`src/rtl/instr_sequencer.sv`:
```
// Multi-cycle instruction sequencer: fetches from a 16-word instruction memory and
// drives register-file/ALU controls for add/sub until halt, illegal word or end of memory.
module instr_sequencer (
    input  logic        clk_i,
    input  logic        rst_i,
    input  logic        start_i,
    input  logic        abort_i,
    output logic [3:0]  inst_addr_o,
    input  logic [31:0] inst_data_i,
    output logic [4:0]  rf_a1_o,
    output logic [4:0]  rf_a2_o,
    output logic [4:0]  rf_a3_o,
    output logic        rf_we_o,
    output logic [2:0]  alu_ctrl_o,
    output logic        busy_o,
    output logic        done_o,
    output logic        err_o,
    output logic [4:0]  instr_count_o
);

    localparam int unsigned AW  = 4;
    localparam int unsigned DW  = 32;
    localparam int unsigned RW  = 5;
    localparam int unsigned OPW = 3;
    localparam int unsigned CW  = 5;

    localparam logic [1:0]     CLASS_ALU = 2'b10;
    localparam logic [OPW-1:0] OP_ADD    = 3'b010;
    localparam logic [OPW-1:0] OP_SUB    = 3'b110;
    localparam logic [AW-1:0]  PC_LAST   = 4'd15;

    typedef enum logic [2:0] {
        S_IDLE   = 3'd0,
        S_FETCH  = 3'd1,
        S_DECODE = 3'd2,
        S_EXEC   = 3'd3,
        S_WB     = 3'd4,
        S_DONE   = 3'd5
    } state_e;

    state_e         state_q, state_d;
    logic [AW-1:0]  pc_q, pc_d;
    logic [DW-1:0]  ir_q, ir_d;
    logic [CW-1:0]  cnt_q, cnt_d;
    logic           err_q, err_d;

    logic [RW-1:0]  rf_a1_q, rf_a1_d;
    logic [RW-1:0]  rf_a2_q, rf_a2_d;
    logic [RW-1:0]  rf_a3_q, rf_a3_d;
    logic           rf_we_q, rf_we_d;
    logic [OPW-1:0] alu_ctrl_q, alu_ctrl_d;
    logic           busy_q, busy_d;
    logic           done_q, done_d;
    logic           ir_legal;

    assign ir_legal = (ir_q[31:30] == CLASS_ALU) &&
                      ((ir_q[29:27] == OP_ADD) || (ir_q[29:27] == OP_SUB));

    // Next-state logic; abort overrides every non-IDLE transition and freezes pc/count/err
    always_comb begin
        state_d = state_q;
        pc_d    = pc_q;
        ir_d    = ir_q;
        cnt_d   = cnt_q;
        err_d   = err_q;

        if ((state_q != S_IDLE) && abort_i) begin
            state_d = S_IDLE;
        end else begin
            unique case (state_q)
                S_IDLE: begin
                    if (start_i) begin
                        pc_d    = '0;
                        cnt_d   = '0;
                        err_d   = 1'b0;
                        state_d = S_FETCH;
                    end
                end
                S_FETCH: begin
                    ir_d    = inst_data_i;
                    state_d = S_DECODE;
                end
                S_DECODE: begin
                    if (ir_q == '0) begin
                        state_d = S_DONE;
                    end else if (!ir_legal) begin
                        err_d   = 1'b1;
                        state_d = S_DONE;
                    end else begin
                        state_d = S_EXEC;
                    end
                end
                S_EXEC: state_d = S_WB;
                S_WB: begin
                    cnt_d = CW'(cnt_q + CW'(1));
                    if (pc_q == PC_LAST) begin
                        state_d = S_DONE;
                    end else begin
                        pc_d    = AW'(pc_q + AW'(1));
                        state_d = S_FETCH;
                    end
                end
                S_DONE:  state_d = S_IDLE;
                default: state_d = S_IDLE;
            endcase
        end
    end

    // Output decode from the upcoming state so the registered outputs track the state they describe
    always_comb begin
        rf_a1_d    = '0;
        rf_a2_d    = '0;
        rf_a3_d    = '0;
        alu_ctrl_d = '0;
        rf_we_d    = 1'b0;
        busy_d     = (state_d != S_IDLE);
        done_d     = (state_d == S_DONE);

        if ((state_d == S_DECODE) || (state_d == S_EXEC) || (state_d == S_WB)) begin
            rf_a1_d = ir_d[25:21];
            rf_a2_d = ir_d[20:16];
            rf_a3_d = ir_d[15:11];
        end
        if ((state_d == S_EXEC) || (state_d == S_WB)) begin
            alu_ctrl_d = ir_d[29:27];
        end
        if (state_d == S_WB) begin
            rf_we_d = 1'b1;
        end
    end

    always_ff @(posedge clk_i) begin
        if (rst_i) begin
            state_q    <= S_IDLE;
            pc_q       <= '0;
            ir_q       <= '0;
            cnt_q      <= '0;
            err_q      <= 1'b0;
            rf_a1_q    <= '0;
            rf_a2_q    <= '0;
            rf_a3_q    <= '0;
            rf_we_q    <= 1'b0;
            alu_ctrl_q <= '0;
            busy_q     <= 1'b0;
            done_q     <= 1'b0;
        end else begin
            state_q    <= state_d;
            pc_q       <= pc_d;
            ir_q       <= ir_d;
            cnt_q      <= cnt_d;
            err_q      <= err_d;
            rf_a1_q    <= rf_a1_d;
            rf_a2_q    <= rf_a2_d;
            rf_a3_q    <= rf_a3_d;
            rf_we_q    <= rf_we_d;
            alu_ctrl_q <= alu_ctrl_d;
            busy_q     <= busy_d;
            done_q     <= done_d;
        end
    end

    assign inst_addr_o   = pc_q;
    assign rf_a1_o       = rf_a1_q;
    assign rf_a2_o       = rf_a2_q;
    assign rf_a3_o       = rf_a3_q;
    assign rf_we_o       = rf_we_q;
    assign alu_ctrl_o    = alu_ctrl_q;
    assign busy_o        = busy_q;
    assign done_o        = done_q;
    assign err_o         = err_q;
    assign instr_count_o = cnt_q;

endmodule
```
`config.mk`:
```
export PLATFORM = sky130hd
export DESIGN_NAME = instr_sequencer
export DESIGN_NICKNAME = d
export VERILOG_FILES = /design/src/rtl/instr_sequencer.sv
export SDC_FILE = /design/constraint.sdc
export NUM_CORES = 1
export LEC_CHECK = 0
export ABC_AREA = 1
export CAP_MARGIN = 20
export CORE_ASPECT_RATIO = 1.4
export CORE_MARGIN = 2
export CORE_UTILIZATION = 47
export DETAILED_ROUTE_END_ITERATION = 12
export DONT_BUFFER_PORTS = 1
export GPL_TIMING_DRIVEN = 1
export HOLD_SLACK_MARGIN = 0.05
export SLEW_MARGIN = 15
export SYNTH_ARGS = -nofsm -noshare
export SYNTH_HDL_FRONTEND = slang
export SYNTH_SLANG_ARGS = --single-unit
```
`constraint.sdc`:
```
create_clock -name clk_i -period 1.9 [get_ports clk_i]
set_input_delay 0.38 -clock clk_i [delete_from_list [all_inputs] [get_ports clk_i]]
set_output_delay 0.38 -clock clk_i [all_outputs]
set_load 0.03 [all_outputs]
```
# Yosys cells after proc, flatten, opt, wreduce, memory -nomap -nowiden
# Index checks and enable logic that the tools add are counted.
# totals
regBits	66
out_inout_bits	31
# classes
add_sub_neg	2
n_reduce_logical	18
muxes	18
n_eq_ne	16
bitwise	3
# ops
operator	n
$mux 30	2
$logic_not 32->1	1
$eq 3x2->1 const B	5
$mux 3	5
$pmux 3 s5	1
$eq 3x3->1 const B	4
$pmux 5 s2	1
$mux 4	2
$ne 2x2->1 const B	4
$pmux 4 s2	1
$reduce_bool 3->1	2
$add 5x1->5 const B	1
$mux 5	1
$reduce_and 5->1	1
$add 4x1->4 const B	1
$eq 4x4->1 const B	1
$logic_or 1x1->1	4
$mux 1	4
$reduce_and 4->1	1
$reduce_bool 2->1	2
$reduce_or 2->1	2
$eq 3x1->1 const B	1
$logic_not 3->1	1
$not 1->1	3
5 further kinds	6

# Logic depth before layout (Yosys ltp)
# Gate-level depths: netlist (run 1).
# depth
ltp_word	12
ltp_mapped	11
ltp_nobuf	11

# Least setup slack after synthesis (run 1)
# Ideal clock, no wire load.
# synth_path
path_type	flip-flop to flip-flop
startpoint	register pc_q[0], in the netlist inst_addr_o[0]
endpoint	register rf_a3_q[4], in the netlist rf_a3_o[4]
setup_slack_ps	201
arrival_ps	1637
path_stages_with_launch	11
synth_period_minus_slack_ps	1699
path_buffers	1
path_cell_list	dfxtp_1 > ha_1 > inv_1 > nor2_1 > nand2_4 > nand2_2 > nand3_2 > nor2_4 > nor2_4 > buf_6 > nor2_2
# synth_between
elab_chain_len	9
word_cells_on_any_way	11
cone_classes	4 x eq/ne; 3 x mux; 1 x bitwise; 3 x reduce/logical
# synth_lines
item	line_no	rtl
from (decl)	42	logic [AW-1:0] pc_q, pc_d;
from (signal assigned)	148	pc_q <= pc_d;
$eq 4x4->1 *	96	if (pc_q == PC_LAST) begin
$mux 3 *	96	
$pmux 3 s5 *	70	unique case (state_q)
$mux 3 *	67	if ((state_q != S_IDLE) && abort_i) begin
$eq 3x2->1	119	if ((state_d == S_DECODE) || (state_d == S_EXEC) || (state_d == S_WB)) begin
$logic_or 1x1->1	119	
$logic_or 1x1->1 *	119	
$not 1->1 (no line) *	--	
$reduce_or 2->1 (no line) *	--	
to (signal assigned)	154	rf_a3_q <= rf_a3_d;
to (decl)	49	logic [RW-1:0] rf_a3_q, rf_a3_d;
# Mark *: on every way between the ends. The rest lies on a longest branch, timed or not.
# A chain may end at the register's enable or synchronous reset.

# Final worst setup path (run 1)
# layout_path
startpoint	register state_q[1]
endpoint	register rf_a3_q[1], in the netlist rf_a3_o[1]
# layout_between
elab_chain_len	8
word_cells_on_any_way	19
cone_classes	7 x eq/ne; 5 x mux; 1 x bitwise; 6 x reduce/logical
# layout_lines
item	line_no	rtl
from (decl)	41	state_e state_q, state_d;
from (signal assigned)	147	state_q <= state_d;
$eq 3x3->1 (tied with other cells)	70	
$pmux 3 s5 or $logic_and 1x1->1 (tied branches)	70, 67	
$mux 3	67	
$eq 3x2->1	119	
$logic_or 1x1->1 (2 in a row)	119	
$not 1->1 (no line)	--	
$reduce_or 2->1 (no line)	--	
# Several ways; a longest one is shown, not always the timed one.

==> results.md, run 1 <==
- Status: finished clean
- Register-to-register setup slack: about 0.37 ns
- Placed cells: ~370
- Synthesized flop and latch total: 66
- Period utilisation layout: 0.8028
- Area growth syn-to-layout: 12.79%
- Power consumption: just over 3 mW
- # port buffers: 0
- CTS tree: built
- All-layer global routing usage: 0.1788
- ANT cells: 0
- NetSw: a little over 0.8 mW
- Crit Path Class: reg2reg
- Comb power frac: 0.117
- Yosys warns: 0
- Die Wd: between 60 and 70 um
- Cell count after synthesis: between 300 and 400
- Met2 Wirelength: 2.546 mm
- WL final: ~5 mm
- DRT Pass-1 Iters: 4
- Clock Latency Late Sink: ~0.33 ns
- Number of buffers on the longest clock path: 2
- Req. time, crit path: about 2.1 ns
- Global-route wire length before repair: around 8.2 mm
- Filler cell count: 531
- Ports: 67
- Crit end category: flip-flop
- Slew HR: 0.7234
- Num rows: 31
- Total Nets Final: between 300 and 400
- Die height: roughly 91 um
- Total die area: between 6000 and 7000 um^2
- Met3 routed WL: ~370 um
- Sequential cell area: roughly 1300 um^2
- Clk_skew: 0.007093 ns
- Mean area per synthesized cell: ~8.4 um^2
- Vias per cell: around 4.9
- Post-Route M1 WL: between 2 and 2.5 mm
- Leak pwr: approximately 1.3 nW
- Most common cell after layout, fill and taps aside: dfxtp_1
- VDD IR-drop max: between 0.0006 and 0.0007 V
- Clock power share: 0.386
- Vias in the first global route: roughly 1900
- Worst-margin pin slew: around 0.41 ns
- Root Driver: clkbuf_8
- Synth Net Count: approximately 340
- Hold path depth: 1
- PostCTS Resize Cnt: 0
- H-tree levels: 3
- Per-cell routed wire length: ~13 um
- Multi-input gate area: 1075 um^2
- Switching Share: 0.2641
- TritonCTS buffer count: 9
- CP startpoint kind: flip-flop
- Starting DRC count in detailed routing: slightly above 60
- HP Class: in2reg
- WP data arrival: about 1.7 ns
- Dpl hpwl: 3.577 mm
- DRC: 0
- Commonest cells after routing, fill and taps aside: dfxtp_1 (66), nor2_1 (57), nand2_1 (39), inv_1 (24), a21oi_1 (23)
- Setup violators final: 0
- Max Slew Vio Count: 0
- Max layer used: met4
- Worst-path clk slew: approximately 0.07 ns
- Minimum clock period: approximately 1.5 ns
- Final design utilization: 0.5542
- Post-CTS Setup Inserts: 0
- Layout cell share with drive strength beyond 1: 0.1698
- Hold buffers post-CTS: 0
- Post-Syn Area: between 2000 and 3000 um^2
- Distinct cells, synth: 25
- Share of power burned in registers: 0.496
- Sequential share of the synthesized area: 0.5174
- CTS Sinks: 66
- Largest net degree at the start of global routing: 47
- Fin Hold WS: 0.1160 ns
- Reg2reg path depth: 10
- Starting density of the core: 0.4913
- Cell Pwr Density: 1061 nW/um^2
- Via count: 1895
- Crit Path Max Fanout: 15
- Core box area: around 5200 um^2
- Gr ovfl total: 0
- Initial antenna violation count: 0
- Hold Vio Cnt, Final: 0
- Fin cells: around 380
- RSZ-0062 raised after global routing: no
- Peak Freq: approximately 660 MHz
- Setup TNS: 0 ns
- Power Internal: about 2.2 mW
- Number of max-cap violations: 0
- Final ANT Viol Nets: 0
- GPL Wtd Cong: about 0.8
-- cell families (layout without fill, tap and decap cells) --
family / count (synthesis) / after routing / share of synthesized area
xor gates and xnor gates: 4 / 4 / 0.01372
AOI/OAI and AO/OA: 40 / 40 / 0.08035
DFF: 66 / 66 / 0.5174
buffers and inverters: 38 / 53 / 0.06173
and+or+nand+nor: 135 / 135 / 0.2464
adders and majority gates: 2 / 2 / 0.009798
muxes: 18 / 18 / 0.07055
-- worst paths after layout --
path,startpoint,to
min reg2reg,ir_q[8],ir_q[8]
max reg2reg,state_q[1],rf_a3_o[1]
min,rst_i,inst_addr_o[1]
max,state_q[1],rf_a3_o[1]
-- registers in the layout (all words and copies together) (netlist names) --
signal,cells
alu_ctrl_o,3
busy_o,1
done_o,1
err_o,1
inst_addr_o,4
instr_count_o,5
ir_q,32
rf_a1_o,5
rf_a2_o,5
rf_a3_o,5
rf_we_o,1
state_q,3
-- routing by layer --
layer	GRT usage	up-vias
met3	0.06568	7
met5	0	-
met1	0.1959	861
met2	0.2975	48
met4	0.08673	0
li1	-	979
-- synthesized netlist by cell type --
cell type	number	area (um^2)
xor2_1	4	35.03
dfxtp_1	66	1321
inv_1	24	90.09
nor3_2	1	10.01
buf_2	3	15.01
nand3_2	1	10.01
nor2_4	5	56.30
nand4_1	4	25.02
o21ai_0	16	80.08
buf_4	1	7.510
buf_6	1	11.26
nand2_4	1	11.26
clkbuf_1	5	18.77
inv_2	4	15.01
ha_1	2	25.02
mux2i_1	18	180.2
nand2_1	39	146.4
nor2_1	57	214.0
nor3_1	1	5.000
a21oi_1	23	115.1
or2_2	1	6.260
o211a_1	1	10.01
nand2_2	6	37.54
nand3_1	9	45.04
nor2_2	10	62.56
-- power by group through the flow --
| stage | clock [mW] | combinational, mW | sequential (mW) |
|---|---|---|---|
| 2_1_floorplan | 0 | 0.288 | 1.55 |
| 3_3_place_gp | 0 | 0.361 | 1.55 |
| 3_5_place_dp | 0 | 0.364 | 1.55 |
| 4_1_cts | 1.21 | 0.366 | 1.52 |
| 5_1_grt | 1.27 | 0.413 | 1.53 |
| 6_report | 1.18 | 0.359 | 1.52 |
-- worst max-delay path, cell delays in order, from the launching register on --
cell and delay [ns]:
dfxtp_1 0.37, inv_2 0.08, nor3_2 0.18, nand2_1 0.11
nand2_1 0.08, nand2_1 0.12, nand2_2 0.12, nor2_4 0.05
nor2_4 0.10, buf_12 0.17, nor2_1 0.05
-- area by class of cell --
| cell class | count | area share |
|---|---|---|
| Timing Repair Buffer | 9 | 0.03215 |
| Tap cell | 66 | 0.02867 |
| Clock buffer | 11 | 0.05256 |
| Sequential cell | 66 | 0.4587 |
| Clock inverter | 5 | 0.01825 |
| Inverter | 28 | 0.03649 |
| Multi-Input combinational cell | 199 | 0.3732 |
-- metrics by stage --
step	cell area, um^2	setup WS [ns]
after floorplan	2554	0.2005
after global placement	2676	0.3954
after detailed placement	2676	0.3883
after CTS	2880	0.3679
after global routing	2880	0.2181
final	2880	0.3746
(Power assumes the default switching activity.)
==> run 2: changes to the inputs <==
==> constraint.sdc (replaced) <==
create_clock -name clk_i -period 1.3 [get_ports clk_i]
set_input_delay 0.26 -clock clk_i [delete_from_list [all_inputs] [get_ports clk_i]]
set_output_delay 0.26 -clock clk_i [all_outputs]
set_load 0.03 [all_outputs]
==> run 2 against run 1 <==
  * The flow now finishes with violations (setup timing)
  * Clock-buffer cell count decreased by 2
  * Non-clock buffer count is 45 higher
  * Hold slack lost 0.058 ns
  * Setup slack worse by 0.57 ns
  * Via count rose by 13%
  * Clock power is 28% higher
  * Highest routed layer unchanged
  * Clock skew is essentially flat
==> results.md, run 2 (synthesized netlist as in run 1, its figures left out) <==
- Biggest register: ir_q
- Hold Vio Cnt, Final: 0
- Vias in the first global route: between 2000 and 2500
- DRC: 0
- Starting density of the core: 0.4913
- H-tree levels: 3
- Final ANT Viol Nets: 0
- Final design utilization: 0.7280
- Register-to-register setup slack: -0.19 ns
- Setup violators final: 55
- Failing checks: setup timing
- FF-to-FF End: ir_q[13]
- Vias per cell: approximately 5.0
- Period utilisation layout: 1.149
- Slew HR: 0.7811
- Hold path endpoint: alu_ctrl_o[2]
- Largest net degree at the start of global routing: 28
- VDD IR-drop max: roughly 0.00072 V
- Final Cell Area: 3784 um^2
- Dpl hpwl: between 3 and 4 mm
- Global-route wire length before repair: roughly 9.5 mm
- Total die area: about 6000 um^2
- Cell repeated most along the worst path: buf_6
- Leak pwr: 1.531 nW
- Commonest cells after routing, fill and taps aside: dfxtp_1 (57), nor2_1 (52), nand2_1 (34), buf_4 (31), inv_1 (23)
- Critical path's top delay family: buffers and inverters
- Status: finished with violations
- GPL Wtd Cong: 0.7494
- Minimum clock period: 1.494 ns
- Number of max-cap violations: 0
- Slowest stage delay, CP: between 0.3 and 0.4 ns
- Switching Share: 0.3027
- Final worst setup slack: -0.1943 ns
- Layout cell share with drive strength beyond 1: 0.4298
- Die Wd: approximately 66 um
- Req. time, crit path: between 1.5 and 2 ns
- Number of buffers on the longest clock path: 2
- Gr ovfl total: 0
- Min-delay src: inst_data_i[29]
- Cell Pwr Density: between 1000 and 1500 nW/um^2
- All-layer global routing usage: 0.2066
- Ports: 67
- HP Class: in2reg
- Initial antenna violation count: 0
- TritonCTS buffer count: 9
- Crit Path Class: reg2reg
- NetSw: between 1 and 1.5 mW
- WP data arrival: ~1.8 ns
- RSZ-0062 raised after global routing: yes
- Clk_skew: 0.007466 ns
- Max Slew Vio Count: 0
- CTS Sinks: 66
- Crit-path cells: inv_6, buf_6, nand4_1, buf_6, buf_6, buf_16, mux2i_4, nor2_1
- Total Nets Final: a little under 400
- Via count: around 2100
- CTS tree: built
- Most common cell after layout, fill and taps aside: dfxtp_1
- Crit end category: flip-flop
- Per-cell routed wire length: about 15 um
- Clock Latency Late Sink: ~0.34 ns
- Filler cell count: around 390
- Root Driver: clkbuf_8
- Die height: approximately 91 um
- Clock power share: 0.320
- Worst-path clk slew: about 0.07 ns
- # port buffers: 0
- Cell Area, Placed: around 2900 um^2
- CP startpoint kind: flip-flop
- Slowest library cell on the worst path: dfxtp_4
- Reg2reg path depth: 8
- WL final: just over 6 mm
- Core box area: approximately 5200 um^2
- Comb power frac: 0.208
- ANT cells: 0
- Peak Freq: about 670 MHz
- Starting DRC count in detailed routing: 70
- Share of power burned in registers: 0.472
- Num rows: 31
- Power Internal: between 3 and 4 mW
- RR Startpoint: state_q[1]
- WP buf/inv: 5
- Hold path depth: 2
- DRT Pass-1 Iters: 4
- Largest register FFs: 32
- Crit Path Max Fanout: 5
- Worst-margin pin slew: between 0.3 and 0.4 ns
- Area growth syn-to-layout: 48.16%
## run 2: cell types whose count changed in the layout (fill, tap and decap cells not counted), sizes merged
cell / previous run / this run
clkinvlp: 1 / 3
inv: 28 / 29
bufinv: 1 / 0
dlygate4sd3: 0 / 1
buf: 9 / 51
## run 2: per-stage QoR
| step | TNS [ns] | setup WS (ns) | total power, mW | hold slack (ns) | cells |
|---|---|---|---|---|---|
| 2_1_floorplan | -0.9070 | -0.09137 | 2.695 | 0.4170 | 303 |
| 3_3_place_gp | -4.596 | -0.2789 | 2.871 | 0.3224 | 391 |
| 3_5_place_dp | -5.742 | -0.3312 | 2.880 | 0.3249 | 391 |
| 4_1_cts | -4.052 | -0.1323 | 4.548 | 0.07131 | 419 |
| 5_1_grt | -11.89 | -0.3108 | 4.969 | 0.05469 | 429 |
| 6_report | -7.250 | -0.1943 | 4.730 | 0.05809 | 429 |
## run 2: how the worst max path moves through the flow
| stage | startpoint | endpoint | cells after the start |
|---|---|---|---|
| after floorplan | state_q[1] | rf_a3_o[4] | 11 |
| after global placement | state_q[2] | rf_a3_o[2] | 8 |
| after detailed placement | state_q[2] | rf_a3_o[1] | 8 |
| after CTS | state_q[2] | rf_a3_o[1] | 9 |
| after global routing | state_q[1] | rf_a3_o[1] | 11 |
| final | state_q[1] | ir_q[13] | 8 |
## run 2: per-layer routing
layer | global-route usage | up-vias | wire (um)
met5 | 0 | - | 0
met4 | 0.09694 | 0 | 105
met3 | 0.05328 | 9 | 260
met2 | 0.3725 | 47 | 3493
met1 | 0.2149 | 1005 | 2362
li1 | - | 1085 | -
## run 2: worst reg2reg max path: stages, from the launching register on
cell,delay (ns)
dfxtp_4,0.37
inv_6,0.09
buf_6,0.09
nand4_1,0.14
buf_6,0.18
buf_6,0.12
buf_16,0.14
mux2i_4,0.19
nor2_1,0.11
## run 2: cell type report
| type | instances | area (um^2) | area share |
|---|---|---|---|
| timing repair buffer | 54 | 605.6 | 0.1601 |
| inverter | 28 | 115.1 | 0.03042 |
| sequential | 66 | 1345 | 0.3555 |
| multi-input combinational | 199 | 1458 | 0.3853 |
| tap | 66 | 82.58 | 0.02183 |
| clock buffer | 9 | 123.9 | 0.03274 |
| clock inverter | 7 | 53.80 | 0.01422 |
## run 2: power by group through the flow
stage / clock (mW) / combinational (mW) / sequential [mW]
2_1_floorplan: 0 / 0.432 / 2.26
3_3_place_gp: 0 / 0.612 / 2.26
3_5_place_dp: 0 / 0.618 / 2.26
4_1_cts: 1.56 / 0.772 / 2.22
5_1_grt: 1.66 / 1.07 / 2.24
6_report: 1.51 / 0.986 / 2.23
## run 2: what timing repair did
item                                    in CTS  in global routing
pin swaps                                    3                 13
endpoints found under the setup margin      39                 62
hold buffers                                 1                  1
resized for setup                           27                 76
setup buffers                                8                  6
endpoints found under the hold margin       27                  1
cloned                                       3                  3
